[src/rtl/obstacle_scheduler.sv]
// obstacle_scheduler: frame-rate sequencer for the obstacle datapath.
// Owns two obstacle slots, LFSR-driven spawn spacing, a scroll-speed ramp
// and the saturating score. Every piece of state advances only on the
// 120 kHz cycle where a rising edge of clk24Hz is first seen.
//
// Ports
//   clk120kHz   system clock
//   rstn        asynchronous active-low reset
//   clk24Hz     frame clock, synchronous to clk120kHz
//   game_state  0 init, 1 playing, 2/3 over
//   obsN_left   slot N left edge x (16 bit)
//   obsN_valid  slot N occupied
//   obs_speed   current scroll step (pixels per frame)
//   score       frames survived, saturating at 9999

// One obstacle slot: spawns, scrolls left, frees itself at the left edge.
module obstacle_slot #(
  parameter int SPAWN_X = 240
) (
  input  logic        clk120kHz,
  input  logic        rstn,
  input  logic        tick,
  input  logic        clear,
  input  logic        play,
  input  logic        spawn,
  input  logic [3:0]  speed,
  output logic [15:0] left,
  output logic        valid
);
  always_ff @(posedge clk120kHz or negedge rstn) begin
    if (!rstn) begin
      left  <= '0;
      valid <= 1'b0;
    end else if (tick) begin
      if (clear) begin
        left  <= '0;
        valid <= 1'b0;
      end else if (play) begin
        // spawn is only ever raised for a slot that was empty before the tick
        if (spawn) begin
          left  <= 16'(SPAWN_X);
          valid <= 1'b1;
        end else if (valid) begin
          if (left <= {12'd0, speed}) begin
            left  <= '0;
            valid <= 1'b0;
          end else begin
            left  <= left - {12'd0, speed};
          end
        end
      end
    end
  end
endmodule

module obstacle_scheduler #(
  parameter int          SPAWN_X     = 240,
  parameter int          BASE_SPEED  = 8,
  parameter int          MAX_SPEED   = 14,
  parameter int          SPEEDUP_PTS = 100,
  parameter int          MIN_GAP     = 6,
  parameter logic [15:0] LFSR_SEED   = 16'hACE1
) (
  input  logic        clk120kHz,
  input  logic        rstn,
  input  logic        clk24Hz,
  input  logic [1:0]  game_state,
  output logic [15:0] obs0_left,
  output logic        obs0_valid,
  output logic [15:0] obs1_left,
  output logic        obs1_valid,
  output logic [3:0]  obs_speed,
  output logic [13:0] score
);
  localparam int NUM_SLOTS = 2;
  localparam int CW        = $clog2(SPEEDUP_PTS + 1);

  logic                          hist, tick;
  logic [15:0]                   lfsr;
  logic [4:0]                    gap;
  logic [CW-1:0]                 spd_cnt;
  logic                          clear, play, spawn_en;
  logic [NUM_SLOTS-1:0]          spawn;
  logic [NUM_SLOTS-1:0][15:0]    left;
  logic [NUM_SLOTS-1:0]          valid;

  assign tick  = clk24Hz & ~hist;
  assign clear = (game_state == 2'd0);
  assign play  = (game_state == 2'd1);

  // Spawn targets the lowest slot empty before this tick; a slot freed by
  // this tick's move stays unavailable until the next tick.
  assign spawn_en = (gap == 5'd0) && !(&valid);
  assign spawn[0] = spawn_en & ~valid[0];
  assign spawn[1] = spawn_en & valid[0] & ~valid[1];

  for (genvar i = 0; i < NUM_SLOTS; i++) begin : g_slot
    obstacle_slot #(.SPAWN_X(SPAWN_X)) u_slot (
      .clk120kHz (clk120kHz),
      .rstn      (rstn),
      .tick      (tick),
      .clear     (clear),
      .play      (play),
      .spawn     (spawn[i]),
      .speed     (obs_speed),
      .left      (left[i]),
      .valid     (valid[i])
    );
  end

  assign obs0_left  = left[0];
  assign obs0_valid = valid[0];
  assign obs1_left  = left[1];
  assign obs1_valid = valid[1];

  always_ff @(posedge clk120kHz or negedge rstn) begin
    if (!rstn) begin
      hist      <= 1'b0;
      lfsr      <= LFSR_SEED;
      gap       <= 5'(MIN_GAP);
      spd_cnt   <= '0;
      obs_speed <= 4'(BASE_SPEED);
      score     <= '0;
    end else begin
      hist <= clk24Hz;
      if (tick) begin
        lfsr <= {lfsr[14:0], lfsr[15] ^ lfsr[13] ^ lfsr[12] ^ lfsr[10]};
        if (clear) begin
          gap       <= 5'(MIN_GAP);
          spd_cnt   <= '0;
          obs_speed <= 4'(BASE_SPEED);
          score     <= '0;
        end else if (play) begin
          // gap == 0 with both slots busy holds at 0 until a slot frees up
          if (gap != 5'd0)  gap <= gap - 5'd1;
          else if (spawn_en) gap <= 5'(MIN_GAP) + {1'b0, lfsr[3:0]};

          if (score != 14'd9999) score <= score + 14'd1;

          if (spd_cnt == CW'(SPEEDUP_PTS - 1)) begin
            spd_cnt <= '0;
            if (obs_speed < 4'(MAX_SPEED)) obs_speed <= obs_speed + 4'd1;
          end else begin
            spd_cnt <= spd_cnt + 1'b1;
          end
        end
      end
    end
  end
endmodule

[config.mk]
export PLATFORM = sky130hd
export DESIGN_NAME = obstacle_scheduler
export DESIGN_NICKNAME = d
export VERILOG_FILES = /design/src/rtl/obstacle_scheduler.sv
export SDC_FILE = /design/constraint.sdc
export NUM_CORES = 1
export LEC_CHECK = 0
export ABC_CLOCK_PERIOD_IN_PS = 5300
export CAP_MARGIN = 20
export CORE_ASPECT_RATIO = 0.7
export CORE_MARGIN = 2
export CORE_UTILIZATION = 60
export DETAILED_ROUTE_END_ITERATION = 6
export PLACE_DENSITY = 0.95
export SLEW_MARGIN = 20
export SYNTH_ARGS = -nofsm -noshare
export SYNTH_HDL_FRONTEND = slang
export SYNTH_SLANG_ARGS = --single-unit
export TNS_END_PERCENT = 5
[constraint.sdc]
create_clock -name clk120kHz -period 5.3 [get_ports clk120kHz]
set_clock_uncertainty 0.1 [all_clocks]
set_input_delay 1.06 -clock clk120kHz [delete_from_list [all_inputs] [get_ports clk120kHz]]
set_output_delay 1.06 -clock clk120kHz [all_outputs]
set_load 0.005 [all_outputs]
# --- Yosys cells after proc, flatten, opt, wreduce, memory -nomap -nowiden ---
# Index checks and enable logic that the tools add are counted.
word_totals:
  regBits: 81
  inputBits: 5
  word_cells: 86
op_classes:
  add_sub_neg: 7
  n_lt_le_gt_ge: 3
  n_eq_ne: 3
  n_mux: 34
  n_bitwise: 10
  reduce_logical: 19
op_table:
  columns: ["op", "n"]
  rows:
  - ["16-bit 2-to-1 mux", 10]
  - ["14-bit 2-to-1 mux", 3]
  - ["16-bit by 4-bit less-or-equal comparator with 1-bit output", 2]
  - ["16-bit by 4-bit subtractor with 16-bit output", 2]
  - ["7-bit 2-to-1 mux", 3]
  - ["5-bit 2-to-1 mux", 4]
  - ["4-bit 2-to-1 mux", 4]
  - ["14-bit by 1-bit adder with 14-bit output (second input constant)", 1]
  - ["14-bit != test (second input constant)", 1]
  - ["3-bit AND reduction", 4]
  - ["1-bit 2-to-1 mux", 10]
  - ["3-bit nonzero test", 3]
  - ["2-bit nonzero test", 4]
  - ["7-bit by 1-bit adder with 7-bit output (second input constant)", 1]
  - ["7-bit == test (second input constant)", 1]
  - ["3-bit by 4-bit adder with 5-bit output (first input constant)", 1]
  - ["5-bit zero test", 1]
  - ["5-bit nonzero test", 1]
  - ["5-bit by 1-bit subtractor with 5-bit output (second input constant)", 1]
  - ["4-bit by 1-bit adder with 4-bit output (second input constant)", 1]
  - ["1-bit bitwise AND", 4]
  - ["4-bit < comparator (second input constant)", 1]
  - ["2-bit AND reduction", 2]
  - ["4-bit AND reduction", 1]
  - ["6 further kinds", 10]

# --- Longest topological paths before layout ---
# Gate-level depths: netlist of run 1.
depth:
  word_depth: 8
  ltp_mapped: 10

# --- By module ---
# Synthesis of run 1 repeated with hierarchy kept, for this count alone.
unflattened:
  cells_unflattened: 478
  area_unflattened_um2: 4638.2
by_module_without_submodules:
  columns: ["mod", "n_inst", "cells_each", "area_each_um2", "seq_area_each_um2"]
  rows:
  - ["obstacle_scheduler", 1, 222, 2343.5, 1189.9]
  - ["obstacle_slot", 2, 128, 1147.4, 425.4]

# --- Worst setup path before layout of run 1 ---
# No wires, ideal clock.
synth_path:
  path_kind: "input to register"
  startpoint: "input game_state[1]"
  endpoint: "register g_slot[0].u_slot.left[15]"
  t_arrival_ns: 2.447
  t_required_ns: 5.075
  slack_ns: 2.627
  path_stages: 7
  n_path_buf: 1
  path_cell_list: "nor3b_1 -> buf_4 -> o311a_1 -> nor4b_2 -> or2b_2 -> xor2_1 -> nor2_1"
synth_via:
  elab_chain_cells: 3
  elab_cells_between_ends: 6
  cone_classes: "1 x eq/ne; 1 x mux; 4 x reduce/logical"
synth_rtl:
  columns: ["item", "line", "rtl"]
  rows:
  - ["start: declaration", "67", "input logic [1:0] game_state,"]
  - ["2-bit by 1-bit == test with 1-bit output or 2-bit zero test (tied branches)", "89, 88", null]
  - ["2-bit nonzero test (no line) or 3-bit nonzero test (tied branches)", null, null]
  - ["3-bit AND reduction (no line)", null, null]
  - ["end signal: assignment", "41", "left <= 16'(SPAWN_X);"]
  - ["end signal: assignment", "48", "left <= left - {12'd0, speed};"]
  - ["end: declaration", "27", "output logic [15:0] left,"]
# Several ways; a longest one is shown, not always the timed one.
# A chain may end at the register's enable or synchronous reset.

# --- Final worst setup path of run 1 ---
layout_path:
  startpoint: "input game_state[0]"
  endpoint: "register g_slot[0].u_slot.left[15]"
# The elaborated chain is that of the path after synthesis.

==> out/summary.json, run 1 <==
{
  "viasPerCell": {"value": 6.17},
  "number_of_h_tree_levels": {"value": 3},
  "slowest_delay": {"value": 730, "unit": "ps"},
  "global_route.overflow_total": {"value": 0},
  "worst-slew-pin-transition": {"value": 835, "unit": "ps"},
  "route.final.wire_length": {"value": 10.8, "unit": "mm"},
  "post_synth_and_or_nand_nor_area_fraction": {"value": 23.2, "unit": "%"},
  "holdWs": {"value": 413, "unit": "ps"},
  "worstPathBufferInverterCount": {"value": 1},
  "top_layer": {"value": "met4"},
  "detailroute.via_count": {"value": 3855},
  "hold_path_class": {"value": "flip-flop to flip-flop"},
  "yosys-top-cells-count": {"value": "dfrtp_1 (70), nand2_1 (49), nor2_1 (45)"},
  "synth_flop_cell": {"value": "dfrtp_1"},
  "cts_inserted_buffers": {"value": 9},
  "slew_viol_final": {"value": 0},
  "first_iter_violations": {"value": 298},
  "die-width": {"value": 107, "unit": "µm"},
  "ys_seq_elements": {"value": 81},
  "routed_wire_length_per_instance": {"value": 17.2, "unit": "µm"},
  "drt_pre_antenna_iters": {"value": 4},
  "max_freq": {"value": 280, "unit": "MHz"},
  "total_power": {"value": 2.26, "unit": "mW"},
  "grt_usage": {"value": 27.7, "unit": "%"},
  "dp_worst_setup_slack": {"value": 1300, "unit": "ps"},
  "clkSinkCount": {"value": 81},
  "grt_pass1_vias": {"value": 3827},
  "netlist_instances": {"value": 463},
  "max-clock-path-buffers": {"value": 2},
  "placement.io_buffers": {"value": 56},
  "power.density": {"value": 420, "unit": "nW/µm²"},
  "timing.critical_path.fanout_max": {"value": 16},
  "cap_violations": {"value": 0},
  "asyncSetResetFlopFracSynth": {"value": 100, "unit": "%"},
  "grt_setup_unrepaired": {"value": "false"},
  "clock_tree_from_tritoncts": {"value": "built"},
  "critical_path.cell_chain": {"value": "clkdlybuf4s50_1 -> nor2_2 -> o311a_1 -> nor4b_2 -> or2b_2 -> xor2_1 -> nor2_1"},
  "critPathKind": {"value": "input pin to flip-flop"},
  "fillers": {"value": 522},
  "clk-insertion-delay-late": {"value": 370, "unit": "ps"},
  "grt_pass1_wl": {"value": 18.0, "unit": "mm"},
  "synth-edff-count": {"value": 0},
  "synthesis.nets": {"value": 484},
  "muxShareOfSynthArea": {"value": 3.48, "unit": "%"},
  "cp.arrival": {"value": 3720, "unit": "ps"},
  "cts_clk_pin_slew_worst_paths": {"value": 90, "unit": "ps"},
  "synth_cell_type_count": {"value": 58},
  "placeableCoreArea": {"value": 7290, "unit": "µm²"},
  "route.layer.met1.wl": {"value": 4.74, "unit": "mm"},
  "initial_core_util": {"value": 61.6, "unit": "%"},
  "kind_of_cell_adding_the_most_delay_to_the_critical_path": {"value": "simple AND/OR/NAND/NOR gates"},
  "die_h": {"value": 76.4, "unit": "µm"},
  "synthesis.yosys.warnings": {"value": 0},
  "finalHoldViolCount": {"value": 0},
  "area_delta_synth_final": {"value": 19.9, "unit": "%"},
  "most_repeated_cell_in_the_gate_level_netlist_after_synthesis": {"value": "dfrtp_1"},
  "timing.final.crit_share": {"value": 67.4, "unit": "%"},
  "worst_path_max_delay_cell": {"value": "clkdlybuf4s50_1"},
  "antenna_violating_nets_post_route": {"value": 0},
  "die_area": {"value": 8200, "unit": "µm²"},
  "vdd.ir_drop.worst": {"value": 0.000248, "unit": "V"},
  "synth_xor_xnor_area_share": {"value": 5.66, "unit": "%"},
  "final.setup.worst_slack": {"value": 1730, "unit": "ps"},
  "final_layout_size_suffix_gt1_share": {"value": 12.9, "unit": "%"},
  "route.detailed.drc": {"value": 0},
  "avgSynthCellArea": {"value": 9.70, "unit": "µm²"},
  "cts_hold_repair.buffers": {"value": 0},
  "met2WireLength": {"value": 5.00, "unit": "mm"},
  "synth_fa_ha_area_share": {"value": 4.79, "unit": "%"},
  "final_stage_net_count": {"value": 543},
  "share_of_the_synthesized_area_in_compound_gates_ao_oa_aoi_oai": {"value": 14.6, "unit": "%"},
  "top_level_ports": {"value": 57},
  "gpl.final_weighted_congestion": {"value": 0.907},
  "timing.final.crit_period": {"value": 3570, "unit": "ps"},
  "power_leakage": {"value": 2.27, "unit": "nW"},
  "worstSetupStartpointType": {"value": "input pin"},
  "grt_antenna_before_repair": {"value": 0},
  "setup_tns_after_final_layout": {"value": 0, "unit": "ps"},
  "cp.required": {"value": 5450, "unit": "ps"},
  "synth_top_cell_area_share": {"value": 39.0, "unit": "%"},
  "core.rowCount": {"value": 26},
  "post-cts-setup-buffer-count": {"value": 0},
  "dpl.hpwl": {"value": 7.38, "unit": "mm"},
  "ctsRootBufferMaster": {"value": "clkbuf_8"},
  "cts_repair_resize_count": {"value": 0},
  "relSlewSlack": {"value": 43.8, "unit": "%"},
  "synth.cell_area": {"value": 4490, "unit": "µm²"},
  "outcome": {"value": "finished clean"},
  "n_diodes": {"value": 0},
  "synth_largest_area_cell": {"value": "dfrtp_1"},
  "synth_top_family_by_area": {"value": "simple AND/OR/NAND/NOR gates"},
  "biggest_area_contributors_in_the_synthesized_netlist": {"value": "dfrtp_1 (39%), dfstp_2 (6.4%), o21ai_0 (4.6%), nand2_1 (4.1%), ha_1 (3.9%)"},
  "wl_met3": {"value": 773, "unit": "µm"},
  "grt_start_max_net_pins": {"value": 82},
  "synth.yosys.seq_area_share": {"value": 45.5, "unit": "%"},
  "finalSetupViolCount": {"value": 0},
  "crit_path_end_kind": {"value": "flip-flop"}
}
-- worst register-to-register path: stages, from the launching register on --
cell and delay [ps]:
dfrtp_1 550, inv_1 170, ha_1 320, nor2b_1 150, o31a_1 290, nor4_1 650
nor4b_1 460, xnor2_1 180, nor2_1 50
-- cell families after synthesis --
logic type,count (synthesis)
simple gates,193
compound gates,101
flops,81
xor+xnor,29
buf+inv,29
fa+ha+maj,16
mux,14
-- cell type report --
cell class,instances,area (µm²),area share (%)
Timing Repair Buffer,59,601,11.2
Clock inverter,7,87.6,1.63
Inverter,18,67.6,1.25
Tap cell,98,123,2.28
Multi-Input combinational cell,353,2340,43.5
Sequential cell,81,2040,37.9
Clock buffer,9,124,2.30
-- flip-flops by register name, summed over array words and instances (netlist names) --
signal,cells
hist,1
gap,5
obs_speed,4
lfsr,16
g_slot.u_slot.left,32
score,14
g_slot.u_slot.valid,2
spd_cnt,7
-- power breakdown --
part / switching, mW / internal, mW / leakage [nW]
combinational: 0.372 / 0.421 / 1.15
clock: 0.261 / 0.228 / 0.108
sequential: 0.184 / 0.795 / 1.02
-- per-layer routing --
layer	track usage [%]	vias to the layer above
met2	41.8	168
met1	38.5	1881
met4	8.21	0
met5	0	-
met3	8.98	25
li1	-	1781
-- path summary, 6_finish.rpt --
kind	from	to	slack [ps]	depth (start not counted)
worst min register to register	lfsr[8]	lfsr[9]	410	1
worst max-delay path	game_state[0]	g_slot[0].u_slot.left[15]	1730	7
max in group asynchronous	rstn	gap[1]	3990	2
worst min-delay path	lfsr[8]	lfsr[9]	410	1
min in group asynchronous	rstn	g_slot[0].u_slot.left[10]	470	1
worst max register to register	obs_speed[1]	g_slot[1].u_slot.left[15]	2270	8
-- cell usage in the layout (no fill, tap or decap), types with 8 or more instances in the layout --
cell type        count
clkbuf_8             9
ha_1                14
o21ai_0             41
xnor2_1             13
nand2_1             49
dfstp_2             11
xor2_1              16
mux2_2              13
o211ai_1             8
nor3_1              13
nand4_1              8
nand3_1             19
inv_1               18
nor2_1              45
clkdlybuf4s50_1     55
a21oi_1             18
dfrtp_1             70
-- through the flow --
stage | instances | cell area (µm²) | util (%)
5_1_grt | 625 | 5380 | 73.9
4_1_cts | 624 | 5350 | 73.4
2_1_floorplan | 463 | 4490 | -
3_3_place_gp | 608 | 5130 | 70.4
6_report | 625 | 5380 | 73.9
3_5_place_dp | 608 | 5130 | 70.4
No activity file was read; power rests on OpenSTA's default activity.
==> run 2, diff against run 1 <==
Settings changed: ABC_CLOCK_PERIOD_IN_PS 5300 to 3130, CORE_UTILIZATION 60 to 50, PLACE_DENSITY 0.95 to 0.86.
Clock period 5.3 ns to 3.13 ns, I/O delays scaled along.
==> run 2 against run 1 <==
Sequential cell count unchanged; critical path type is now flip-flop to flip-flop; wire length decreased by 3.7%; clock power increased by 100%; setup slack got worse by 1400 ps.
==> out/summary.json, run 2 (same netlist as run 1, synthesis figures left out) <==
{
  "die-width": {"value": 117, "unit": "µm", "change": "+9.2%"},
  "cell_internal_pwr": {"value": 2.67, "unit": "mW", "change": "+85%"},
  "antenna_violating_nets_post_route": {"value": 0, "change": "unchanged"},
  "clk-insertion-delay-late": {"value": 340, "unit": "ps", "change": "-30 ps"},
  "area_delta_synth_final": {"value": 22.3, "unit": "%"},
  "final_layout_size_suffix_gt1_share": {"value": 13.0, "unit": "%", "change": "+0.067 points"},
  "viasPerCell": {"value": 5.86, "change": "-5.0%"},
  "finalHoldViolCount": {"value": 0, "change": "unchanged"},
  "fillers": {"value": 675, "change": "+29%"},
  "dp_worst_setup_slack": {"value": 218, "unit": "ps", "change": "-1080 ps"},
  "vdd.ir_drop.worst": {"value": 0.000423, "unit": "V", "change": "+71%"},
  "clkSinkCount": {"value": 81, "change": "unchanged"},
  "worst-slew-pin-transition": {"value": 855, "unit": "ps", "change": "+19.4 ps"},
  "swShare": {"value": 33.0, "unit": "%", "change": "-3.1 points"},
  "cp.arrival": {"value": 2950, "unit": "ps", "change": "-770 ps"},
  "largest_reg_flops": {"value": 32, "change": "unchanged"},
  "final_stage_net_count": {"value": 548, "change": "+0.92%"},
  "post-cts-setup-buffer-count": {"value": 0, "change": "unchanged"},
  "ctsRootBufferMaster": {"value": "clkbuf_16"},
  "layout_common_cells": {"value": "dfrtp_1 (70), clkdlybuf4s50_1 (55), nand2_1 (49), nor2_1 (45), o21ai_0 (41)"},
  "clock_power_share": {"value": 25.1, "unit": "%", "change": "+3.4 points"},
  "cts_inserted_buffers": {"value": 9, "change": "unchanged"},
  "route.detailed.drc": {"value": 0, "change": "unchanged"},
  "critPathKind": {"value": "flip-flop to flip-flop"},
  "n_diodes": {"value": 0, "change": "unchanged"},
  "kind_of_cell_adding_the_most_delay_to_the_critical_path": {"value": "simple AND/OR/NAND/NOR gates"},
  "worstPathBufferInverterCount": {"value": 1, "change": "unchanged"},
  "drt_pre_antenna_iters": {"value": 5, "change": "+1"},
  "final_core_utilization": {"value": 64.0, "unit": "%", "change": "-9.9 points"},
  "die_h": {"value": 83.3, "unit": "µm", "change": "+9.0%"},
  "initial_core_util": {"value": 52.3, "unit": "%", "change": "-9.3 points"},
  "cp.required": {"value": 3250, "unit": "ps", "change": "-2200 ps"},
  "cts_repair_resize_count": {"value": 0, "change": "unchanged"},
  "global_route.overflow_total": {"value": 0, "change": "unchanged"},
  "grt_setup_unrepaired": {"value": "false"},
  "outcome": {"value": "finished clean"},
  "grt_antenna_before_repair": {"value": 0, "change": "unchanged"},
  "critical_path.cell_chain": {"value": "inv_1 -> ha_1 -> nor4b_4 -> a21oi_1 -> a21o_1 -> nor4b_1 -> xnor2_1 -> nor2_1"},
  "detailroute.via_count": {"value": 3819, "change": "-0.93%"},
  "timing.final.crit_share": {"value": 90.3, "unit": "%"},
  "core.rowCount": {"value": 28, "change": "+7.7%"},
  "first_iter_violations": {"value": 274, "change": "-8.1%"},
  "cts_hold_repair.buffers": {"value": 0, "change": "unchanged"},
  "timing.critical_path.fanout_max": {"value": 18, "change": "+2"},
  "relSlewSlack": {"value": 42.3, "unit": "%", "change": "-1.5 points"},
  "grt_pass1_vias": {"value": 3653, "change": "-4.5%"},
  "power_leakage": {"value": 2.31, "unit": "nW", "change": "+1.8%"},
  "timing.final.crit_period": {"value": 2830, "unit": "ps"},
  "top_level_ports": {"value": 57, "change": "unchanged"},
  "slowest_delay": {"value": 530, "unit": "ps", "change": "-200 ps"},
  "placement.io_buffers": {"value": 56, "change": "unchanged"},
  "hold_path_class": {"value": "input pin to async pin"},
  "setup_tns_after_final_layout": {"value": 0, "unit": "ps", "change": "unchanged"},
  "power.net_switching": {"value": 1.32, "unit": "mW", "change": "+61%"},
  "fraction_of_power_consumed_by_combinational_cells": {"value": 33.5, "unit": "%", "change": "-1.6 points"},
  "final.setup.worst_slack": {"value": 303, "unit": "ps", "change": "-1430 ps"},
  "placeableCoreArea": {"value": 8580, "unit": "µm²", "change": "+18%"},
  "worstSetupStartpointType": {"value": "flip-flop"},
  "max-clock-path-buffers": {"value": 2, "change": "unchanged"},
  "cts_clk_pin_slew_worst_paths": {"value": 60, "unit": "ps", "change": "-30 ps"},
  "die_area": {"value": 9770, "unit": "µm²", "change": "+19%"},
  "cp-startpoint": {"value": "gap[0]"},
  "grt_start_max_net_pins": {"value": 82, "change": "unchanged"},
  "top_register": {"value": "g_slot.u_slot.left"},
  "clock_tree_from_tritoncts": {"value": "built"},
  "reg.largest.list": {"value": "g_slot.u_slot.left: 32 flops, lfsr: 16 flops, score: 14 flops"},
  "finalSetupViolCount": {"value": 0, "change": "unchanged"},
  "grt_pass1_wl": {"value": 17.4, "unit": "mm", "change": "-3.4%"},
  "number_of_h_tree_levels": {"value": 3, "change": "unchanged"},
  "r2r-start": {"value": "gap[0]"},
  "slew_viol_final": {"value": 0, "change": "unchanged"},
  "power.density": {"value": 727, "unit": "nW/µm²", "change": "+73%"},
  "route.final.wire_length": {"value": 10.4, "unit": "mm", "change": "-3.7%"},
  "routed_wire_length_per_instance": {"value": 15.9, "unit": "µm", "change": "-7.7%"},
  "cap_violations": {"value": 0, "change": "unchanged"},
  "p_seq_share": {"value": 41.5, "unit": "%", "change": "-1.8 points"},
  "worst_path_max_delay_cell": {"value": "nor4b_4"},
  "final_common_cell": {"value": "dfrtp_1"},
  "gpl.final_weighted_congestion": {"value": 0.875, "change": "-3.5%"},
  "max_freq": {"value": 354, "unit": "MHz"},
  "dpl.hpwl": {"value": 7.36, "unit": "mm", "change": "-0.27%"},
  "grt_usage": {"value": 22.3, "unit": "%", "change": "-5.4 points"},
  "crit_path_end_kind": {"value": "flip-flop"}
}
## run 2: cell count changes in the layout (fill, tap and decap cells not counted), sizes merged
cell    change
inv         -3
bufinv      -1
clkbuf      +7
clkinv      -3
buf         +5
## run 2: path summary, 6_finish.rpt
| check | endpoint | slack (ps) | depth (start not counted) |
|---|---|---|---|
| worst max-delay path | g_slot[1].u_slot.left[9] | 300 | 8 |
| worst min-delay path | g_slot[0].u_slot.left[2] | 210 | 1 |
| worst max register to register | g_slot[1].u_slot.left[9] | 300 | 8 |
| worst min register to register | spd_cnt[6] | 390 | 1 |
| max in group asynchronous | lfsr[12] | 2210 | 1 |
| min in group clk120kHz | spd_cnt[6] | 390 | 1 |
## run 2: power groups by stage
stage | sequential (mW) | combinational [mW] | clock, mW
floorplan | 1.61 | 0.814 | 0
CTS | 1.65 | 1.34 | 1.02
global route | 1.70 | 1.47 | 1.06
detailed placement | 1.67 | 1.33 | 0
finish | 1.66 | 1.34 | 1.00
global placement | 1.65 | 1.26 | 0
## run 2: final cells by class
class	count	area, µm²	share of cell area [%]
clock buffer	16	282	5.13
inverter	18	67.6	1.23
multi-input combinational	353	2330	42.4
sequential	81	2040	37.2
tap	120	150	2.73
timing repair buffer	64	622	11.3
## run 2: metrics by stage
stage	hold slack (ps)	instance area (µm²)	power, mW	std cells
after floorplan	230	4490	2.42	463
after global placement	365	5210	2.91	636
after detailed placement	377	5210	2.99	636
after CTS	381	5490	4.01	652
after global routing	268	5490	4.23	652
final	211	5490	3.99	652
## run 2: worst register-to-register path: cells and delay by family, from the launching register on
family / cells / cell delay [ps]
simple gates: 3 / 1040
compound gates: 2 / 640
flops: 1 / 380
fa+ha+maj: 1 / 250
xor+xnor: 1 / 190
buf+inv: 1 / 110
## run 2: routing by layer
metal	wire, µm	track usage (%)
met5	0	0
met4	108	5.56
met3	802	7.81
met2	4680	33.0
met1	4770	31.4
